===== config.mk =====
export PLATFORM = sky130hd
export DESIGN_NAME = muldiv_iter_unit
export DESIGN_NICKNAME = d
export VERILOG_FILES = /design/src/rtl/muldiv_iter_unit.sv
export SDC_FILE = /design/constraint.sdc
export NUM_CORES = 1
export LEC_CHECK = 0
export BUFFER_PORTS_ARGS = -buffer_cell sky130_fd_sc_hd__buf_4
export CAP_MARGIN = 20
export CORE_UTILIZATION = 35
export CTS_BUF_LIST = sky130_fd_sc_hd__clkbuf_4 sky130_fd_sc_hd__clkbuf_8
export CTS_CLUSTER_DIAMETER = 40
export CTS_CLUSTER_SIZE = 10
export DETAILED_ROUTE_END_ITERATION = 8
export PLACE_DENSITY = 0.49
export SETUP_SLACK_MARGIN = 0.1
export SLEW_MARGIN = 20
export SYNTH_ARGS = -nofsm -noshare
export SYNTH_HDL_FRONTEND = slang
export SYNTH_SLANG_ARGS = --single-unit
export TNS_END_PERCENT = 5

===== constraint.sdc =====
create_clock -name clk -period 4.4 [get_ports clk]
set_clock_uncertainty 0.1 [all_clocks]
set_input_delay 0.22 -clock clk [delete_from_list [all_inputs] [get_ports clk]]
set_output_delay 0.22 -clock clk [all_outputs]
set_load 0.02 [all_outputs]

===== src/rtl/muldiv_iter_unit.sv =====
// Iterative radix-2 multiply/divide unit for MULT/MULTU/DIV/DIVU on a start/ready handshake.
// One shift-add or restoring-subtract step per cycle; result is formatted for HI/LO write-back.
module muldiv_iter_unit #(
  parameter int unsigned DATA_W = 32,
  parameter int unsigned CNT_W  = 6
) (
  input  logic                clk,
  input  logic                rst,
  input  logic                op_mul_i,
  input  logic                signed_i,
  input  logic [DATA_W-1:0]   opdata1_i,
  input  logic [DATA_W-1:0]   opdata2_i,
  input  logic                start_i,
  input  logic                annul_i,
  output logic [2*DATA_W-1:0] result_o,
  output logic                ready_o
);

  typedef enum logic [1:0] {StIdle, StByZero, StBusy, StDone} state_e;

  state_e              state_q, state_d;
  logic [CNT_W-1:0]    counter_q, counter_d;
  logic                op_mul_q, op_mul_d;
  logic                signed_q, signed_d;
  logic                res_neg_q, res_neg_d;
  logic                rem_neg_q, rem_neg_d;
  logic [2*DATA_W-1:0] mcand_q, mcand_d;
  logic [DATA_W-1:0]   mplier_q, mplier_d;
  logic [2*DATA_W-1:0] acc_q, acc_d;
  logic [DATA_W-1:0]   divisor_q, divisor_d;
  logic [DATA_W-1:0]   rem_q, rem_d;
  logic [DATA_W-1:0]   quot_q, quot_d;
  logic [2*DATA_W-1:0] result_q, result_d;

  logic [DATA_W-1:0]   mag1, mag2;
  logic [2*DATA_W-1:0] acc_step, prod_fix;
  logic [DATA_W:0]     rem_shift, rem_diff;
  logic [DATA_W-1:0]   rem_step, quot_step, rem_fix, quot_fix;
  logic                last_iter;

  assign mag1 = (signed_i && opdata1_i[DATA_W-1]) ? -opdata1_i : opdata1_i;
  assign mag2 = (signed_i && opdata2_i[DATA_W-1]) ? -opdata2_i : opdata2_i;

  assign acc_step = mplier_q[0] ? acc_q + mcand_q : acc_q;

  // quot_q starts out holding the dividend; its MSB feeds the partial remainder each step.
  assign rem_shift = {rem_q, quot_q[DATA_W-1]};
  assign rem_diff  = rem_shift - {1'b0, divisor_q};
  assign rem_step  = rem_diff[DATA_W] ? rem_shift[DATA_W-1:0] : rem_diff[DATA_W-1:0];
  assign quot_step = {quot_q[DATA_W-2:0], ~rem_diff[DATA_W]};

  assign prod_fix = (signed_q && res_neg_q) ? -acc_step : acc_step;
  assign quot_fix = (signed_q && res_neg_q) ? -quot_step : quot_step;
  assign rem_fix  = (signed_q && rem_neg_q) ? -rem_step : rem_step;

  assign last_iter = (counter_q == CNT_W'(DATA_W - 1));

  always_comb begin
    state_d   = state_q;
    counter_d = counter_q;
    op_mul_d  = op_mul_q;
    signed_d  = signed_q;
    res_neg_d = res_neg_q;
    rem_neg_d = rem_neg_q;
    mcand_d   = mcand_q;
    mplier_d  = mplier_q;
    acc_d     = acc_q;
    divisor_d = divisor_q;
    rem_d     = rem_q;
    quot_d    = quot_q;
    result_d  = '0;

    unique case (state_q)
      StIdle: begin
        if (start_i && !annul_i) begin
          state_d   = (!op_mul_i && opdata2_i == '0) ? StByZero : StBusy;
          counter_d = '0;
          op_mul_d  = op_mul_i;
          signed_d  = signed_i;
          res_neg_d = signed_i & (opdata1_i[DATA_W-1] ^ opdata2_i[DATA_W-1]);
          rem_neg_d = signed_i & opdata1_i[DATA_W-1];
          mcand_d   = {{DATA_W{1'b0}}, mag1};
          mplier_d  = mag2;
          acc_d     = '0;
          divisor_d = mag2;
          rem_d     = '0;
          quot_d    = mag1;
        end
      end
      StByZero: begin
        state_d = annul_i ? StIdle : StDone;
      end
      StBusy: begin
        if (annul_i) begin
          state_d = StIdle;
        end else begin
          counter_d = counter_q + 1'b1;
          if (op_mul_q) begin
            acc_d    = acc_step;
            mcand_d  = {mcand_q[2*DATA_W-2:0], 1'b0};
            mplier_d = {1'b0, mplier_q[DATA_W-1:1]};
          end else begin
            rem_d  = rem_step;
            quot_d = quot_step;
          end
          if (last_iter) begin
            state_d  = StDone;
            result_d = op_mul_q ? prod_fix : {rem_fix, quot_fix};
          end
        end
      end
      StDone: begin
        if (annul_i || !start_i) begin
          state_d = StIdle;
        end else begin
          result_d = result_q;
        end
      end
      default: state_d = StIdle;
    endcase
  end

  always_ff @(posedge clk) begin
    if (rst) begin
      state_q   <= StIdle;
      counter_q <= '0;
      op_mul_q  <= 1'b0;
      signed_q  <= 1'b0;
      res_neg_q <= 1'b0;
      rem_neg_q <= 1'b0;
      mcand_q   <= '0;
      mplier_q  <= '0;
      acc_q     <= '0;
      divisor_q <= '0;
      rem_q     <= '0;
      quot_q    <= '0;
      result_q  <= '0;
    end else begin
      state_q   <= state_d;
      counter_q <= counter_d;
      op_mul_q  <= op_mul_d;
      signed_q  <= signed_d;
      res_neg_q <= res_neg_d;
      rem_neg_q <= rem_neg_d;
      mcand_q   <= mcand_d;
      mplier_q  <= mplier_d;
      acc_q     <= acc_d;
      divisor_q <= divisor_d;
      rem_q     <= rem_d;
      quot_q    <= quot_d;
      result_q  <= result_d;
    end
  end

  assign result_o = result_q;
  assign ready_o  = (state_q == StDone);

endmodule


# Word-level counts from Yosys, hierarchy flattened
# Cells that the tools add are included.
[classes] addsub=8 eq_ne=10 mux=42 bitwise=4 n_reduce_logical=18
[op_table] op="$mux W64" n=12
[op_table] op="$mux W32" n=14
[op_table] op="$pmux W64 S2" n=3
[op_table] op="$pmux W32 S2" n=3
[op_table] op="$neg A32 Y32" n=4
[op_table] op="$add A64 B64 Y64" n=1
[op_table] op="$neg A64 Y64" n=1
[op_table] op="$sub A33 B32 Y33" n=1
[op_table] op="$logic_not A32 Y1" n=1
[op_table] op="$mux W2" n=6
[op_table] op="$mux W6" n=2
[op_table] op="$pmux W6 S2" n=1
[op_table] op="$ne A2 B2 Y1 const B" n=4
[op_table] op="$pmux W2 S4" n=1
[op_table] op="$reduce_and A4 Y1" n=2
[op_table] op="$add A6 B1 Y6 const B" n=1
[op_table] op="$eq A6 B5 Y1 const B" n=1
[op_table] op="$logic_and A1 B1 Y1" n=6
[op_table] op="$reduce_and A3 Y1" n=2
[op_table] op="$eq A2 B2 Y1 const B" n=2
[op_table] op="$logic_not A1 Y1" n=3
[op_table] op="$ne A3 B3 Y1 const B" n=1
[op_table] op="$and A1 B1 Y1" n=2
[op_table] op="$eq A2 B1 Y1 const B" n=1
[op_table] op="7 further kinds" n=7
[word_totals] reg_bits=332 output_inout_bits=65

# Longest topological paths before layout
# Gate-level depths: netlist of the first run.
[logic_depth] ltp_word=8 ltp_mapped=25 mapped_depth_nobuf=22

# Worst setup path after synthesis of the first run
# OpenSTA, ideal clock, no wires.
[synth_path] kind="reg-to-reg" startpoint="reg quot_q[31]" endpoint="reg result_q[62], in the netlist result_o[62]" t_arrival_ps=4596 path_slack_ps=-414 path_stages_with_launch=23 n_path_buf=3 path_cell_list="dfxtp_1 > inv_1 > ha_1 > inv_1 > fa_1 > a211oi_1 > o31a_1 > a221oi_2 > o211ai_1 > and4_1 > or2_1 > buf_2 > buf_2 > buf_1 > mux2i_1 > ha_1 > inv_1 > a221oi_2 > nand4bb_1 > nor4_1 > mux2_2 > o211ai_1 > o21ai_1"
[synth_via] elab_chain_cells=8
[synth_lines] item="start, declared" line="32" source="logic [DATA_W-1:0] quot_q, quot_d;"
[synth_lines] item="start signal, assigned" line="150" source="quot_q <= quot_d;"
[synth_lines] item="$sub A33 B32 Y33" line="48" source="assign rem_diff = rem_shift - {1'b0, divisor_q};"
[synth_lines] item="$mux W32 (*)" line="49" source="assign rem_step = rem_diff[DATA_W] ? rem_shift[DATA_W-1:0] : rem_diff[DATA_W-1:0];"
[synth_lines] item="$neg A32 Y32" line="54" source="assign rem_fix = (signed_q && rem_neg_q) ? -rem_step : rem_step;"
[synth_lines] item="$mux W32 (*)" line="54"
[synth_lines] item="$mux W64 (*)" line="108" source="result_d = op_mul_q ? prod_fix : {rem_fix, quot_fix};"
[synth_lines] item="$mux W64 (*)" line="106" source="if (last_iter) begin"
[synth_lines] item="$mux W64 (*)" line="94" source="if (annul_i) begin"
[synth_lines] item="$pmux W64 S2 (*)" line="73" source="unique case (state_q)"
[synth_lines] item="end signal, assigned" line="151" source="result_q <= result_d;"
[synth_lines] item="end, declared" line="33" source="logic [2*DATA_W-1:0] result_q, result_d;"
# Mark *: on every way between the ends. The rest lies on a longest branch, timed or not.
# A chain may end at the register's enable or synchronous reset.

# Worst setup path in the final report of the first run
[layout_path] startpoint="reg acc_q[0]" endpoint="reg result_q[42], in the netlist result_o[42]"
[layout_via] elab_chain_cells=8
[layout_lines] item="start, declared" line="29" source="logic [2*DATA_W-1:0] acc_q, acc_d;"
[layout_lines] item="start signal, assigned" line="133" source="acc_q <= '0;"
[layout_lines] item="start signal, assigned" line="147" source="acc_q <= acc_d;"
[layout_lines] item="$add A64 B64 Y64" line="44" source="assign acc_step = mplier_q[0] ? acc_q + mcand_q : acc_q;"
[layout_lines] item="$mux W64 (*)" line="44"
[layout_lines] item="$neg A64 Y64" line="52" source="assign prod_fix = (signed_q && res_neg_q) ? -acc_step : acc_step;"
[layout_lines] item="$mux W64 (*)" line="52"
[layout_lines] item="$mux W64 (*)" line="108"
[layout_lines] item="$mux W64 (*)" line="106"
[layout_lines] item="$mux W64 (*)" line="94"
[layout_lines] item="$pmux W64 S2 (*)" line="73"
# Marked as above.

==> results_dict.tcl, run 1 <==
set metrics [dict create \
    drive_above_1_share_pct 22.3 \
    hold_class "input port to flip-flop" \
    final_antenna_net_count 0 \
    worstSetupStartpointType "flip-flop" \
    avgSynthCellArea_um2 7.11 \
    timing.rr.start "acc_q[0]$_SDFFE_PP0P_" \
    drv_slew 0 \
    yosysTopAreaCell "dfxtp_1" \
    path_max_fanout 3 \
    setup_violations 0 \
    cp-end-kind "flip-flop" \
    clk_pin_slew_ns 0.06 \
    final_hold_viol_count 0 \
    status "finished clean" \
    critPathTopFamily "simple AND/OR/NAND/NOR gates" \
    worst-path-stages 17 \
    clkSinkCount 332 \
    min_from "opdata1_i[22]" \
    synthesis.instances 3522 \
    cp_num_buf_inv 2 \
    grt_pass1_vias 27400 \
    htreeDepth 3 \
    clk_latency_ns 0.70 \
    tightest_slew_ns 1.09 \
    grt_pass1_wl_mm 157 \
    clock_path_buffers 3 \
    gp_congestion 0.940 \
    cts_root_buffer "clkbuf_8" \
    grt_max_degree 148 \
    numCtsBuffers 79 \
    crit_chain "ha_4, inv_2, fa_2, nand2b_4, a21o_1, a21oi_2, mux2i_1, or4_4, or3b_4, nor3_4, or4b_4, nor4_4, buf_4, a21oi_2, xor2_1, a222oi_1, nor2_1" \
    async_flop_share_pct 0 \
    first_iter_violations 2003 \
    synth_fp_nets 3698 \
    max_stage_delay_ns 0.54 \
    place_inst 4785 \
    gr-total-overflow 0 \
    path_class "flip-flop to flip-flop" \
    final_util_pct 47.8 \
    ys_top_cells_by_count "588 x nor2_1, 399 x a21oi_1, 340 x nand2_1" \
    fillCellCount 7158 \
    final_cells 5068 \
    rsz0062_at_grt "true" \
    dp_hpwl_mm 78.4 \
    synth.distinct_cells 98 \
    yosysWarnings 0 \
    grt_use_total_pct 27.3 \
    r2r-end "result_o[42]$_SDFFE_PP0P_" \
    maxSlewHeadroom_pct 27.0 \
    die-area_um2 72700 \
    antenna_found_initial 1 \
    worst_path_most_repeated_cell "a21oi_2" \
    synth-edff-count 0 \
    cp-startpoint "acc_q[0]$_SDFFE_PP0P_" \
    dr.pass1.iters 7 \
    fmax_mhz 228 \
    crit_end "result_o[42]$_SDFFE_PP0P_" \
    die_y_um 270 \
    portBuffers 134 \
    layout.nets 4234 \
    r2r_cells 17 \
    start_util_pct 35.6 \
    via_per_inst 5.62 \
    critPathSlowestCell "or4b_4" \
    ys_seq_elements 332 \
    yosys.area.top_type_share_pct 26.5 \
    period_share_pct 99.9 \
    area_growth_pct 34.4 \
    drc 0 \
    multi_input_comb_area_um2 18000 \
    p_leak_uw 0.0138 \
    crit_required_ns 4.85 \
    pwr_density_cell_nw_per_um2 425 \
    wl_per_cell_um 20.4 \
    core_area_um2 70400 \
    dr_total_vias 28500 \
    r2r_slack_ns 0.006 \
    synth_most_common_cell "nor2_1" \
    io_pins 135 \
    period_needed_ns 4.39 \
    maxCapViolCount 0 \
    synth_ff_type "dfxtp_1" \
    synth_area_leaders "dfxtp_1 27%, nor2_1 8.8%, a21oi_1 8.0%" \
    syn_area_um2 25100 \
    fp.dieW_um 270 \
    rows 97 \
    ir_drop_mv 0.262 \
    ys_seq_area_share_pct 26.5 \
    register_area_um2 6670 \
    critical_path_arrival_ns 4.84 \
    cts_tree "done" \
    routed_wl_mm 103 \
]
## layout make-up
type                            count  share of cell area, %
Multi-Input combinational cell   2881                   53.5
Tap cell                          940                   3.49
Inverter                           88                  0.981
Clock inverter                     47                   1.76
Clock buffer                       99                   3.94
Timing Repair Buffer              676                   16.5
Sequential cell                   332                   19.8
Antenna cell                        5                 0.0372
## metrics by stage
| step | area (um^2) | hold WS (ns) | setup TNS (ns) | power, uW | worst slack, ns |
|---|---|---|---|---|---|
| 6_report | 33700 | 0.0616 | 0 | 14300 | 0.00650 |
| 4_1_cts | 33000 | -0.179 | -0.613 | 14200 | -0.113 |
| 3_5_place_dp | 29700 | 0.343 | -6.93 | 9390 | -0.351 |
| 5_1_grt | 33700 | 0.0645 | -2.33 | 15100 | -0.178 |
| 3_3_place_gp | 29600 | 0.338 | -6.60 | 9320 | -0.341 |
| 2_1_floorplan | 25100 | 0.256 | -0.0136 | 7000 | -0.0136 |
## cells in the final DEF, fill, tap and decap left out, types with 20 or more instances in the layout
cell,count
nand2_1,335
xor2_1,114
a211oi_1,69
a21oi_1,375
nand3_1,51
and3_1,20
nor2_1,583
o31ai_1,21
inv_1,82
o21ai_0,179
a21o_1,54
xnor2_1,115
nor3_1,115
mux2i_1,28
a21oi_2,22
a22oi_1,114
dlygate4sd3_1,108
nand4_1,44
dfxtp_1,318
a31oi_1,28
clkbuf_8,93
o21ai_1,26
buf_4,549
or3_1,31
and2_1,21
nor2b_1,21
o211ai_1,32
nor4_1,24
ha_1,85
o21a_1,23
## worst min-delay path, delay by kind of cell
kind / cells / cell delay (ns)
AOI/OAI and AO/OA: 1 / 0.11
xor gates and xnor gates: 1 / 0.07
buffers and inverters: 1 / 0.09
and+or+nand+nor: 3 / 0.31
## power by group
| part | total [uW] | internal, uW | switching (uW) |
|---|---|---|---|
| Combinational | 6320 | 2580 | 3740 |
| Sequential | 3550 | 3280 | 275 |
| Clock | 4440 | 2640 | 1790 |
## worst min-delay path by stage
| stage | depth (start not counted) | slack, ns | to |
|---|---|---|---|
| 2_1_floorplan | 2 | 0.26 | signed_q$_SDFFE_PP0P_ |
| 3_3_place_gp | 2 | 0.34 | mplier_q[7]$_SDFFE_PP0P_ |
| 3_5_place_dp | 2 | 0.34 | mplier_q[6]$_SDFFE_PP0P_ |
| 4_1_cts | 2 | -0.18 | result_o[42]$_SDFFE_PP0P_ |
| 5_1_grt | 6 | 0.06 | quot_q[20]$_SDFFE_PP0P_ |
| 6_report | 6 | 0.06 | quot_q[22]$_SDFFE_PP0P_ |
## flip-flops by register name (all words and copies together) (netlist names)
signal and count:
op_mul_q 1, rem_q 32, signed_q 1, res_neg_q 1, quot_q 32, rem_neg_q 1, state_q 2, divisor_q 32
mcand_q 64, result_o 64, acc_q 64, counter_q 6, mplier_q 32
## kinds of logic (layout without fill, tap and decap cells)
kind of cell	after synthesis	in the layout	share of synthesized area (%)
xor+xnor	230	230	8.04
simple gates	1370	1370	24.8
other cells	0	5	0
buf+inv	309	910	4.77
compound gates	1133	1133	28.8
fa+ha+maj	106	106	5.35
flops	332	332	26.5
mux	42	42	1.77
## metal layers
layer	track usage, %	wire (um)
met5	0	0
met4	11.0	4330
met2	46.1	48700
met3	4.02	5380
met1	34.6	45100
## what timing repair did
item	4_1_cts	5_1_grt
resized for setup	58	121
hold buffers	107	1
gates cloned	0	1
pin swaps	27	57
setup endpoints to repair	43	47
setup buffers	12	12
endpoints found under the hold margin	80	5
(Power assumes the default switching activity.)
==> run 2: changes to the inputs <==
- CTS_BUF_LIST: sky130_fd_sc_hd__clkbuf_4 sky130_fd_sc_hd__clkbuf_8 -> not set
- PLACE_DENSITY: 0.49 -> 0.63
==> run 2 against run 1 <==
The flow now finishes with violations (negative setup slack). Via count fell by 1.4%. Final cell count fell by 2.9%. First-iteration DRC count rose by 33%. Power rose by 2.9%. Maximum frequency fell by 6.8%. Utilization fell by 1.5 points. Wire length fell by 7.8%. Sequential cell count did not move. Final area fell by 3.1%. Critical path type unchanged. Critical endpoint is now result_o[46]$_SDFFE_PP0P_. Largest power group unchanged.
==> results_dict.tcl, run 2 (same netlist as run 1, synthesis figures left out) <==
set metrics [dict create \
    core_area_um2 70400 \
    critPathTopFamily "simple AND/OR/NAND/NOR gates" \
    fillCellCount 7196 \
    start_util_pct 35.6 \
    numCtsBuffers 68 \
    met3_usage_pct 3.23 \
    max_stage_delay_ns 0.55 \
    final_hold_viol_count 0 \
    p_leak_uw 0.0133 \
    area_growth_pct 30.2 \
    path_class "flip-flop to flip-flop" \
    fp.dieW_um 270 \
    dr.pass1.iters 6 \
    rows 97 \
    first_iter_violations 2660 \
    min_from "opdata2_i[25]" \
    io_pins 135 \
    grt-busiest-layer "met2" \
    crit_chain "ha_4, inv_2, fa_2, nand2b_4, buf_6, a21o_1, a21oi_2, mux2i_1, or4_4, or3b_4, nor3_4, or4b_4, nor4_4, buf_4, a21oi_2, xor2_1, a222oi_1, nor2_1" \
    worstSetupStartpointType "flip-flop" \
    clk_pin_slew_ns 0.05 \
    via_per_inst 5.71 \
    gp_congestion 0.966 \
    violations "negative setup slack" \
    dp_hpwl_mm 70.6 \
    portBuffers 134 \
    critPathSlowestCell "or4b_4" \
    cp_num_buf_inv 3 \
    critical_path_arrival_ns 5.09 \
    rsz0062_at_grt "true" \
    setup-tns-final_ns -1.41 \
    htreeDepth 3 \
    clock_path_buffers 3 \
    period_needed_ns 4.71 \
    gr-total-overflow 0 \
    place_area_um2 29100 \
    final_antenna_net_count 0 \
    cp-end-kind "flip-flop" \
    setup_ws_ns -0.314 \
    status "finished with violations" \
    cts_tree "done" \
    diodes 0 \
    hold_class "input port to flip-flop" \
    clk_latency_ns 0.61 \
    die-area_um2 72700 \
    clkSinkCount 332 \
    globalRouteMet1Util_pct 34.6 \
    drv_slew 0 \
    layout_common_cells "585 x nor2_1, 472 x buf_4, 381 x a21oi_1" \
    wl_per_cell_um 19.4 \
    drive_above_1_share_pct 18.8 \
    dr_total_vias 28100 \
    pwr_density_cell_nw_per_um2 451 \
    period_share_pct 107 \
    maxCapViolCount 0 \
    ir_drop_mv 0.343 \
    finalPower_uw 14700 \
    drc 0 \
    final_util_pct 46.4 \
    cts_root_buffer "clkbuf_16" \
    grtUsageMet2_pct 39.9 \
    grt_max_degree 200 \
    cp-startpoint "acc_q[0]$_SDFFE_PP0P_" \
    mostFrequentLayoutCell "nor2_1" \
    grt_use_total_pct 25.2 \
    worst_path_most_repeated_cell "a21oi_2" \
    fmax_mhz 212 \
    antenna_found_initial 0 \
    maxSlewHeadroom_pct 30.1 \
    setup_violations 13 \
    layout.nets 4104 \
    path_max_fanout 3 \
    crit_required_ns 4.77 \
    timing.rr.start "acc_q[0]$_SDFFE_PP0P_" \
    tightest_slew_ns 1.05 \
    grt_pass1_vias 26000 \
    design_area_um2 32600 \
    grt_pass1_wl_mm 148 \
    routed_wl_mm 95.4 \
    die_y_um 270 \
]
-- run 2: cell count changes in the layout (fill, tap and decap cells not counted), moves of 5 or more --
cell	delta
clkbuf_8	-88
dlygate4sd3_1	-35
o21ai_0	+9
ha_1	+8
clkbuf_4	-6
ha_4	-5
o21ai_1	-8
diode_2	-5
clkbuf_16	+69
dfxtp_1	+6
buf_4	-77
a21oi_1	+6
dfxtp_2	-6
-- run 2: layout make-up --
class,count,area (um^2),area share (%)
multi-input cells,2881,17700,54.1
flip-flops and latches,332,6660,20.4
repair buffers,557,4470,13.7
clock buffers,79,1840,5.62
well taps,940,1180,3.60
clock inverters,42,493,1.51
inverters,88,334,1.02
-- run 2: per-stage QoR --
| stage | setup WS, ns | hold slack, ns | std cells |
|---|---|---|---|
| CTS | -0.0510 | -0.109 | 4909 |
| global route | -0.442 | 0.0514 | 4919 |
| floorplan | -0.0136 | 0.256 | 3522 |
| finish | -0.314 | 0.0378 | 4919 |
| global placement | -0.304 | 0.340 | 4716 |
| detailed placement | -0.277 | 0.343 | 4716 |
-- run 2: path summary, 6_finish.rpt --
| kind | endpoint | slack, ns | cells past startpoint |
|---|---|---|---|
| hold / removal | divisor_q[25]$_SDFFE_PP0P_ | 0.04 | 4 |
| setup / recovery | result_o[46]$_SDFFE_PP0P_ | -0.31 | 18 |
| setup reg to reg | result_o[46]$_SDFFE_PP0P_ | -0.31 | 18 |
| hold reg to reg | mplier_q[27]$_SDFFE_PP0P_ | 0.35 | 2 |
-- run 2: timing repair --
action                                  in CTS  in global routing
pin swaps                                    0                 36
hold buffers                                72                  1
setup buffers                                0                  9
endpoints found under the hold margin       92                 12
resized for setup                           21                 68
endpoints found under the setup margin      32                 66
-- run 2: where the power goes --
group	total [uW]	leakage [uW]	internal (uW)	switching, uW
clock network	5320	0.00113	3430	1900
registers	3560	0.00269	3280	277
logic	5840	0.00945	2310	3530
total	14700	0.0133	9020	5710
-- run 2: routing by layer --
layer / vias to the layer above / routed length [um]
met4: 0 / 3410
met3: 185 / 6310
met1: 13200 / 42700
met2: 1088 / 42900
li1: 13600 / -
met5: - / 0
-- run 2: tightest hold or removal path, stage by stage --
cell,delay (ns)
buf_4,0.10
xnor2_1,0.14
buf_4,0.15
a211oi_1,0.07
